**src/rtl/pea_result_drain.sv**
```systemverilog
// pea_result_drain
//   Drains paired entries from the PEA result and status output FIFOs and
//   serializes each pair into a five-word stream under valid/ready:
//     word 0: {8'hA5, seq}   word 1: status[31:16]   word 2: status[15:0]
//     word 3: result[31:16]  word 4: result[15:0]
//   Keeps an 8-bit sequence tag, a 16-bit drained-pair counter and a sticky
//   flag recording any population disagreement seen between the two FIFOs.
//
//   state   | meaning
//   --------+-----------------------------------------------------------
//   IDLE    | waiting for both FIFOs non-empty; desync check runs here
//   POP     | rd_en to both FIFOs for this single cycle
//   CAPTURE | FIFO read data valid; latch result/status, reset word index
//   SEND    | present words 0..4 under valid/ready
//
// Ports
//   clk_i           clock, rising edge
//   rst_ni          asynchronous active-low reset
//   result_pop_i    result FIFO population
//   status_pop_i    status FIFO population
//   result_data_i   result FIFO read data (valid the cycle after rd_en)
//   status_data_i   status FIFO read data (valid the cycle after rd_en)
//   rd_en_result_o  result FIFO read strobe
//   rd_en_status_o  status FIFO read strobe
//   out_data_o      serialized word
//   out_valid_o     out_data_o is valid
//   out_ready_i     sink accepts the word
//   pair_count_o    pairs fully sent since reset (wraps)
//   busy_o          high whenever the FSM is not in IDLE
//   desync_err_o    sticky FIFO population mismatch flag

module pea_result_drain #(
  parameter int BUFFER_SIZE_OUT = 32,
  parameter int WIDTH           = 16,
  localparam int POP_W          = $clog2(BUFFER_SIZE_OUT)
) (
  input  logic             clk_i,
  input  logic             rst_ni,
  input  logic [POP_W-1:0] result_pop_i,
  input  logic [POP_W-1:0] status_pop_i,
  input  logic [31:0]      result_data_i,
  input  logic [31:0]      status_data_i,
  output logic             rd_en_result_o,
  output logic             rd_en_status_o,
  output logic [WIDTH-1:0] out_data_o,
  output logic             out_valid_o,
  input  logic             out_ready_i,
  output logic [15:0]      pair_count_o,
  output logic             busy_o,
  output logic             desync_err_o
);

  typedef enum logic [1:0] {
    S_IDLE    = 2'd0,
    S_POP     = 2'd1,
    S_CAPTURE = 2'd2,
    S_SEND    = 2'd3
  } state_e;

  state_e      state_q, state_d;
  logic [2:0]  idx_q, idx_d;
  logic [31:0] res_q, res_d;
  logic [31:0] sta_q, sta_d;
  logic [7:0]  seq_q, seq_d;
  logic [15:0] cnt_q, cnt_d;
  logic        desync_q, desync_d;
  logic        rd_en_q, rd_en_d;

  logic both_nz;
  assign both_nz = (|result_pop_i) && (|status_pop_i);

  always_comb begin
    state_d  = state_q;
    idx_d    = idx_q;
    res_d    = res_q;
    sta_d    = sta_q;
    seq_d    = seq_q;
    cnt_d    = cnt_q;
    desync_d = desync_q;
    case (state_q)
      S_IDLE: begin
        if (result_pop_i != status_pop_i) desync_d = 1'b1;
        if (both_nz) state_d = S_POP;
      end
      S_POP: begin
        state_d = S_CAPTURE;
      end
      S_CAPTURE: begin
        res_d   = result_data_i;
        sta_d   = status_data_i;
        idx_d   = 3'd0;
        state_d = S_SEND;
      end
      S_SEND: begin
        if (out_ready_i) begin
          if (idx_q == 3'd4) begin
            seq_d   = seq_q + 8'd1;
            cnt_d   = cnt_q + 16'd1;
            // Skip IDLE when another pair is already waiting.
            state_d = both_nz ? S_POP : S_IDLE;
          end else begin
            idx_d = idx_q + 3'd1;
          end
        end
      end
      default: state_d = S_IDLE;
    endcase
    // Registered strobe: high exactly while the FSM sits in POP.
    rd_en_d = (state_d == S_POP);
  end

  always_ff @(posedge clk_i or negedge rst_ni) begin
    if (!rst_ni) begin
      state_q  <= S_IDLE;
      idx_q    <= 3'd0;
      res_q    <= 32'd0;
      sta_q    <= 32'd0;
      seq_q    <= 8'd0;
      cnt_q    <= 16'd0;
      desync_q <= 1'b0;
      rd_en_q  <= 1'b0;
    end else begin
      state_q  <= state_d;
      idx_q    <= idx_d;
      res_q    <= res_d;
      sta_q    <= sta_d;
      seq_q    <= seq_d;
      cnt_q    <= cnt_d;
      desync_q <= desync_d;
      rd_en_q  <= rd_en_d;
    end
  end

  // Word mux depends only on registered state, so data is stable while stalled.
  always_comb begin
    out_data_o = '0;
    if (state_q == S_SEND) begin
      case (idx_q)
        3'd0:    out_data_o = {8'hA5, seq_q};
        3'd1:    out_data_o = sta_q[31:16];
        3'd2:    out_data_o = sta_q[15:0];
        3'd3:    out_data_o = res_q[31:16];
        3'd4:    out_data_o = res_q[15:0];
        default: out_data_o = '0;
      endcase
    end
  end

  assign out_valid_o    = (state_q == S_SEND);
  assign rd_en_result_o = rd_en_q;
  assign rd_en_status_o = rd_en_q;
  assign pair_count_o   = cnt_q;
  assign busy_o         = (state_q != S_IDLE);
  assign desync_err_o   = desync_q;

endmodule

```
**config.mk**
```make
export PLATFORM = sky130hd
export DESIGN_NAME = pea_result_drain
export DESIGN_NICKNAME = d
export VERILOG_FILES = /design/src/rtl/pea_result_drain.sv
export SDC_FILE = /design/constraint.sdc
export NUM_CORES = 1
export LEC_CHECK = 0
export CAP_MARGIN = 25
export CORE_MARGIN = 2
export CORE_UTILIZATION = 49
export CTS_CLUSTER_SIZE = 12
export DETAILED_ROUTE_END_ITERATION = 16
export PLACE_DENSITY = 0.8
export SYNTH_ARGS = -nofsm -noshare
export SYNTH_HDL_FRONTEND = slang
export SYNTH_SLANG_ARGS = --single-unit
```
**constraint.sdc**
```tcl
create_clock -name clk_i -period 2.93 [get_ports clk_i]
set_input_delay 0.586 -clock clk_i [delete_from_list [all_inputs] [get_ports clk_i]]
set_output_delay 0.586 -clock clk_i [all_outputs]
set_load 0.02 [all_outputs]
```
==> impl_summary.log, run 1 <==
[metrics] area of the core: 8810 um^2
[metrics] clock tree root buffer cell: sky130_fd_sc_hd__clkbuf_8
[metrics] data arrival time of the critical path: 2.27 ns
[metrics] slew at the pin closest to its max-slew limit: 0.615 ns
[metrics] final routed DRC violation total: 0
[metrics] average wire length per cell after detail routing: 18.0 um
[metrics] most frequent cells in the layout: sky130_fd_sc_hd__clkdlybuf4s50_1 (96), sky130_fd_sc_hd__dfrtp_1 (95), sky130_fd_sc_hd__mux2_2 (70)
[metrics] run status: finished, final reports clean
[metrics] fraction of power spent switching nets: 36.0%
[metrics] area enclosed by the die boundary: 9970 um^2
[metrics] Seq pwr share: 38.3%
[metrics] count of endpoints failing hold in the final timing report: 0
[metrics] initial antenna violation count: 0
[metrics] most common cell after layout, fill and taps aside: sky130_fd_sc_hd__clkdlybuf4s50_1
[metrics] fraction of final layout cells sized beyond drive strength 1: 25.3%
[metrics] worst min path class: in2async
[metrics] Filler cells: 672
[metrics] via count of the first global-routing pass: 3,543
[metrics] multiplexer area fraction after synthesis: 18.5%
[metrics] Clock Sink Count: 95
[metrics] Post-DP HPWL: 7.86 mm
[metrics] share of power burned in the clock network: 15.5%
[metrics] number of violations of the max-capacitance limit: 0
[metrics] number of standard cells after synthesis: 353
[metrics] Cell Count Post-Placement: 566
[metrics] synthesized-area fraction occupied by ao, oa, aoi and oai cells: 8.73%
[metrics] area of the mapped netlist: 4500 um^2
[metrics] number of nets with antenna violations after detailed routing: 0
[metrics] sw power: 0.00208 W
[metrics] Final Slew Violations: 0
[metrics] top_reg_cell synth: sky130_fd_sc_hd__dfrtp_1
[metrics] fraction of power consumed by combinational cells: 46.2%
[metrics] Horiz. Die Dim: 99.8 um
[metrics] combined global-route utilization of all metal layers: 21.8%
[metrics] clock tree buffer depth: 2
[metrics] worst supply voltage drop on vdd: 622 uV
[metrics] Data required, critical path: 2.34 ns
[metrics] fraction of registers with async set/reset: 100%
[metrics] flip-flop and latch count after synthesis: 95
[metrics] Ports: 114
[metrics] Vias: 3,254
[metrics] register area: 2380 um^2
[metrics] number of antenna cells inserted: 0
[metrics] synth warn: 0
[metrics] simple-gate share of the synthesized area: 8.95%
[metrics] number of buffers inserted for hold repair after clock tree synthesis: 0
[metrics] setup tns final: 0 ns
[metrics] clock transition time at the flip-flop clock pins of the worst setup and hold paths: 0.09 ns
[metrics] total congestion overflow: 0
[metrics] setup skew after layout: 0.00956 ns
[metrics] unrepaired setup endpoints after global routing: false
[metrics] summed area of non-filler cells in the final layout: 5980 um^2
[metrics] total detailed-routing wirelength: 10.6 mm
[metrics] Yosys cell types: 44
[metrics] kind of launch point of the worst setup path: flop
[metrics] share of synthesized cell area in full adder, half adder and majority cells: 1.95%
[metrics] headroom to the max-slew limit: 58.9%
[metrics] time the final worst path needs with I/O delays and setup: 2.85 ns
[metrics] first-pass GRT wire length: 17.0 mm
[metrics] placed inst area: 5730 um^2
[metrics] number of violations reported at the end of detailed-routing iteration 0: 206
[metrics] Port Buffers: 113
[metrics] total setup violations reported at the end of the flow: 0
[metrics] per-cell via count in the routed design: 5.54
[metrics] maximum clock frequency: 351 MHz
[metrics] count of H-tree levels built during CTS: 3
[metrics] final RePlAce weighted congestion: 0.864
[metrics] leakage power figure: 2.59 nW
[metrics] insertion delay of the later-clocked pin in the worst-skew pair: 0.35 ns
[metrics] Worst Setup End Kind: primary output
[metrics] Finished Core Util: 68.0%
[metrics] Chip Height: 99.8 um
[metrics] period utilisation layout: 97.4%
[metrics] dominant combinational cell family by area after synthesis: multiplexers
[metrics] startpoint-to-endpoint class of the critical path: reg2out
[metrics] number of enable-type register cells in the synthesized netlist: 0
[metrics] clock tree from TritonCTS: yes
[metrics] share of the synthesized netlist area taken by xor and xnor gates: 5.42%
[metrics] Layout area overhead: 33.0%
[metrics] number of nets at the end of the flow: 558
[metrics] internal power: 0.00369 W
[metrics] Synth Area per Inst: 12.7 um^2
[metrics] detailed-router iteration count before antenna repair: 5
[metrics] Power Density: 964 nW/um^2
[metrics] sequential element share of the synthesized area: 52.8%
[metrics] pin count of the biggest net entering global routing: 59
[metrics] total design power: 0.00577 W
[metrics] syn_nets: 437
[metrics] area taken by multi-input logic gates: 1980 um^2
[metrics] Initial Util: 51.1%
[metrics] peak fanout along the critical path: 11
[metrics] clock buffer count from CTS: 9
[metrics] number of rows in the core area: 34
[metrics] non-filler instance count after layout: 587
routing by layer:
layer  share of wire [%]  global-route usage (%)  wire length [um]
met3                 6.8                    4.18               723
met5                   0                       0                 0
met4                 1.6                    7.06               169
met1                  42                    27.4              4470
met2                  49                    38.2              5210
metrics by stage:
step / setup WS, ns / hold WS, ns
after global placement: 0.119 / 0.448
after floorplan: 0.456 / 0.290
final: 0.0771 / 0.204
after global routing: 0.00178 / 0.234
after detailed placement: 0.00166 / 0.457
after CTS: 0.0311 / 0.205
area by class of cell:
| type | instances | share of cell area (%) |
|---|---|---|
| Inverter | 7 | 0.439 |
| Tap cell | 108 | 2.26 |
| Clock inverter | 3 | 0.669 |
| Clock buffer | 13 | 2.82 |
| Sequential cell | 95 | 39.7 |
| Multi-Input combinational cell | 231 | 33.2 |
| Timing Repair Buffer | 130 | 20.9 |
cell families after synthesis:
group / Yosys count
and+or+nand+nor: 77
xor gates and xnor gates: 27
buffers and inverters: 27
muxes: 74
adders and majority gates: 7
AOI/OAI and AO/OA: 46
DFF: 95
critical path, stage by stage (launching register included):
cell                            delay (ns)
sky130_fd_sc_hd__dfrtp_1              0.42
sky130_fd_sc_hd__inv_1                0.10
sky130_fd_sc_hd__ha_1                 0.25
sky130_fd_sc_hd__buf_4                0.20
sky130_fd_sc_hd__a222oi_1             0.41
sky130_fd_sc_hd__o21a_1               0.18
sky130_fd_sc_hd__nor2_1               0.04
sky130_fd_sc_hd__dlygate4sd2_1        0.31
timing repair:
| action | in CTS | in global routing |
|---|---|---|
| resized for setup | 21 | 6 |
| setup endpoints to repair | 16 | 3 |
| pin swaps | 3 | 1 |
| buffers inserted | 5 | 0 |
synthesized netlist by cell type, types with 2 or more instances:
library cell	count	area share, %
sky130_fd_sc_hd__nor3_1	4	0.44
sky130_fd_sc_hd__or4_1	2	0.33
sky130_fd_sc_hd__nand2_1	13	1.1
sky130_fd_sc_hd__nor2_1	29	2.4
sky130_fd_sc_hd__xnor2_1	17	3.3
sky130_fd_sc_hd__a21oi_1	5	0.56
sky130_fd_sc_hd__buf_2	4	0.44
sky130_fd_sc_hd__nand4_1	8	1.1
sky130_fd_sc_hd__a222oi_1	16	3.6
sky130_fd_sc_hd__buf_4	9	1.5
sky130_fd_sc_hd__buf_6	3	0.75
sky130_fd_sc_hd__ha_1	7	1.9
sky130_fd_sc_hd__clkbuf_1	3	0.25
sky130_fd_sc_hd__mux2_1	4	1.0
sky130_fd_sc_hd__dfrtp_1	95	53
sky130_fd_sc_hd__a22o_1	12	2.3
sky130_fd_sc_hd__and2_4	2	0.39
sky130_fd_sc_hd__o22ai_1	2	0.28
sky130_fd_sc_hd__nand3_1	7	0.78
sky130_fd_sc_hd__inv_1	6	0.50
sky130_fd_sc_hd__o21a_1	4	0.67
sky130_fd_sc_hd__mux2_2	70	18
sky130_fd_sc_hd__nor4_1	2	0.28
sky130_fd_sc_hd__xor2_1	9	1.8
flip-flops by register name, summed over array words and instances (netlist names):
name	cells
res_q	32
sta_q	32
pair_count_o	16
seq_q	8
idx_q	3
state_q	2
desync_err_o	1
rd_en_result_o	1
power groups by stage:
stage,clock [W],sequential [W],combinational (W)
6_report,0.000893,0.00221,0.00267
3_5_place_dp,0,0.00223,0.00263
3_3_place_gp,0,0.00219,0.00256
4_1_cts,0.000921,0.00220,0.00266
5_1_grt,0.000979,0.00227,0.00286
2_1_floorplan,0,0.00215,0.00175
final timing paths:
path	start	end	slack, ns	cells after the start
worst max-delay path	idx_q[1]	out_data_o[15]	0.08	7
worst min-delay path	rst_ni	pair_count_o[7]	0.20	1
worst max register to register	idx_q[1]	pair_count_o[12]	0.82	7
worst min register to register	desync_err_o	desync_err_o	0.47	1
max in group asynchronous	rst_ni	sta_q[1]	2.06	2
min in group clk_i	desync_err_o	desync_err_o	0.47	1
Note: power is estimated with default switching activity, not from simulation.
==> run 2: changes to the inputs <==
Settings changed: CORE_ASPECT_RATIO set to 0.7, CORE_UTILIZATION 49 to 24, PLACE_DENSITY 0.8 to unset, SETUP_SLACK_MARGIN set to 0.02.
==> run 2 against run 1 <==
Against the previous run: core utilization shrank 34 points; non-clock buffer count shrank 3; routed wire length grew 14%; cell count grew 21%; global-route usage shrank 9.3 points; critical endpoint is now out_data_o[2]; critical path depth is the same; first-iteration DRC count grew 29%; total power grew 5.8%; highest routed layer unchanged; maximum frequency grew 1.7%; design area grew 4.0%; largest cell class unchanged.
==> impl_summary.log, run 2 (synthesis results as in run 1) <==
[metrics] run status: finished, final reports clean
[metrics] number of antenna cells inserted: 0 (unchanged)
[metrics] internal power: 0.00390 W (+5.6%)
[metrics] insertion delay of the later-clocked pin in the worst-skew pair: 0.35 ns (about the same)
[metrics] maximum single-stage delay on the critical path: 0.40 ns (-0.02 ns)
[metrics] share of power burned in the clock network: 20.3% (+4.8 points)
[metrics] most frequent cells in the layout: sky130_fd_sc_hd__clkdlybuf4s50_1 (96), sky130_fd_sc_hd__dfrtp_1 (95), sky130_fd_sc_hd__mux2_2 (70)
[metrics] Horiz. Die Dim: 168 um (+68%)
[metrics] clock tree from TritonCTS: yes
[metrics] summed area of non-filler cells in the final layout: 6220 um^2 (+4.0%)
[metrics] area of the core: 18,200 um^2 (+110%)
[metrics] startpoint-to-endpoint class of the critical path: reg2out
[metrics] setup skew after layout: 0.00910 ns (-0.000464 ns)
[metrics] slew at the pin closest to its max-slew limit: 0.601 ns (-0.0140 ns)
[metrics] most common cell after layout, fill and taps aside: sky130_fd_sc_hd__clkdlybuf4s50_1
[metrics] Cell Count Post-Placement: 695 (+23%)
[metrics] clock tree root buffer cell: sky130_fd_sc_hd__clkbuf_16
[metrics] peak fanout along the critical path: 10 (-1)
[metrics] count of endpoints failing hold in the final timing report: 0 (unchanged)
[metrics] fraction of final layout cells sized beyond drive strength 1: 24.6% (-0.68 points)
[metrics] Power Density: 981 nW/um^2 (+1.8%)
[metrics] total detailed-routing wirelength: 12.0 mm (+14%)
[metrics] pin count of the biggest net entering global routing: 53 (-10%)
[metrics] data arrival time of the critical path: 2.22 ns (-0.05 ns)
[metrics] Slowest cell on crit path: sky130_fd_sc_hd__dfrtp_1
[metrics] Port Buffers: 113 (unchanged)
[metrics] buffers and inverters on the worst path: 3 (unchanged)
[metrics] setup tns final: 0 ns (unchanged)
[metrics] maximum clock frequency: 356 MHz (+1.7%)
[metrics] average wire length per cell after detail routing: 16.9 um (-6.2%)
[metrics] Final Slew Violations: 0 (unchanged)
[metrics] number of violations reported at the end of detailed-routing iteration 0: 265 (+29%)
[metrics] Chip Height: 119 um (+19%)
[metrics] clock transition time at the flip-flop clock pins of the worst setup and hold paths: 0.07 ns (-0.02 ns)
[metrics] CP Cell Sequence: inv_1 > ha_2 > buf_4 > a22o_1 > a222oi_1 > nor2_1 > dlygate4sd2_1
[metrics] fraction of power spent switching nets: 36.1% (+0.10 points)
[metrics] worst min path class: in2async
[metrics] Data required, critical path: 2.34 ns (about the same)
[metrics] number of nets with antenna violations after detailed routing: 0 (unchanged)
[metrics] worst supply voltage drop on vdd: 357 uV (-43%)
[metrics] Clock Sink Count: 95 (unchanged)
[metrics] Layout area overhead: 38.2%
[metrics] count of H-tree levels built during CTS: 3 (unchanged)
[metrics] non-filler instance count after layout: 712 (+21%)
[metrics] detailed-router iteration count before antenna repair: 7 (+2)
[metrics] sw power: 0.00220 W (+6.1%)
[metrics] per-cell via count in the routed design: 4.60 (-17%)
[metrics] headroom to the max-slew limit: 59.9% (+1.0 points)
[metrics] via count of the first global-routing pass: 3,456 (-2.5%)
[metrics] Initial Util: 24.7% (-26 points)
[metrics] clock buffer count from CTS: 9 (unchanged)
[metrics] final RePlAce weighted congestion: 0.767 (-11%)
[metrics] clock tree buffer depth: 2 (unchanged)
[metrics] Top delay family on crit path: buffers and inverters
[metrics] kind of launch point of the worst setup path: flop
[metrics] period utilisation layout: 95.8% (-1.6 points)
[metrics] initial antenna violation count: 0 (unchanged)
[metrics] total congestion overflow: 0 (unchanged)
[metrics] Ports: 114 (unchanged)
[metrics] Vias: 3,278 (+0.74%)
[metrics] Post-DP HPWL: 8.90 mm (+13%)
[metrics] number of nets at the end of the flow: 555 (-0.54%)
[metrics] Worst Setup End Kind: primary output
[metrics] combined global-route utilization of all metal layers: 12.5% (-9.3 points)
[metrics] number of rows in the core area: 41 (+21%)
[metrics] final routed DRC violation total: 0 (unchanged)
[metrics] placed inst area: 5900 um^2 (+2.9%)
[metrics] Seq pwr share: 36.1% (-2.2 points)
[metrics] total setup violations reported at the end of the flow: 0 (unchanged)
[metrics] number of violations of the max-capacitance limit: 0 (unchanged)
[metrics] leakage power figure: 2.63 nW (+1.4%)
[metrics] first-pass GRT wire length: 19.3 mm (+13%)
[metrics] unrepaired setup endpoints after global routing: false
[metrics] area enclosed by the die boundary: 19,900 um^2 (+99%)
[metrics] time the final worst path needs with I/O delays and setup: 2.81 ns (-0.0470 ns)
[metrics] fraction of power consumed by combinational cells: 43.6% (-2.6 points)
[run 2: cell types whose count changed in the layout (fill, tap and decap cells not counted), sizes merged]
cell | previous run | this run
clkbuf | 14 | 10
buf | 18 | 15
clkinv | 2 | 1
inv | 7 | 11
clkdlybuf4s15 | 2 | 0
dlygate4sd2 | 13 | 16
[run 2: timing repair]
item                                    in CTS  in global routing
pin swaps                                    0                  1
buffers inserted                             0                  1
hold endpoints to repair                     0                  0
endpoints found under the setup margin      16                  8
hold buffers                                 0                  0
gates resized for setup                     22                  0
[run 2: area by class of cell]
class	count	area (um^2)
clock inverters	6	72.6
multi-input cells	231	1980
inverters	7	26.3
repair buffers	127	1230
well taps	236	295
fillers	1787	12000
flip-flops and latches	95	2380
clock buffers	10	239
[run 2: metrics by stage]
stage | setup slack [ns] | total power [W] | hold slack [ns] | utilization, %
2_1_floorplan | 0.456 | 0.00390 | 0.290 | -
3_3_place_gp | 0.136 | 0.00486 | 0.448 | 32.4
3_5_place_dp | 0.0727 | 0.00494 | 0.452 | 32.4
4_1_cts | 0.117 | 0.00614 | 0.267 | 34.1
5_1_grt | 0.0202 | 0.00650 | 0.291 | 34.2
6_report | 0.124 | 0.00610 | 0.250 | 34.2
[run 2: power by group through the flow]
stage	registers, W	clock network (W)	logic, W
floorplan	0.00215	0	0.00175
global placement	0.00220	0	0.00266
detailed placement	0.00222	0	0.00272
CTS	0.00220	0.00128	0.00266
global route	0.00227	0.00135	0.00289
finish	0.00220	0.00124	0.00266
[run 2: final timing paths]
kind	from	end	slack (ns)	cells past startpoint
min in group clk_i	desync_err_o	desync_err_o	0.46	1
hold / removal	rst_ni	pair_count_o[12]	0.25	1
max in group asynchronous	rst_ni	sta_q[11]	1.98	2
setup / recovery	idx_q[0]	out_data_o[2]	0.12	7
hold reg to reg	desync_err_o	desync_err_o	0.46	1
setup reg to reg	idx_q[0]	pair_count_o[12]	0.73	7
[run 2: worst reg2reg max path, stage by stage (launching register included)]
cell	delay, ns
sky130_fd_sc_hd__dfrtp_1	0.42
sky130_fd_sc_hd__inv_1	0.13
sky130_fd_sc_hd__ha_2	0.33
sky130_fd_sc_hd__buf_4	0.18
sky130_fd_sc_hd__nand3_1	0.22
sky130_fd_sc_hd__nor3_1	0.49
sky130_fd_sc_hd__nand3_1	0.18
sky130_fd_sc_hd__xnor2_1	0.15
[run 2: per-layer routing]
metal | global-route usage, % | up-vias | share of wire, %
met5 | 0 | - | 0
met4 | 2.93 | 0 | 1.2
met3 | 3.18 | 12 | 3.9
met2 | 18.7 | 80 | 44
met1 | 18.0 | 1657 | 51
li1 | - | 1529 | -
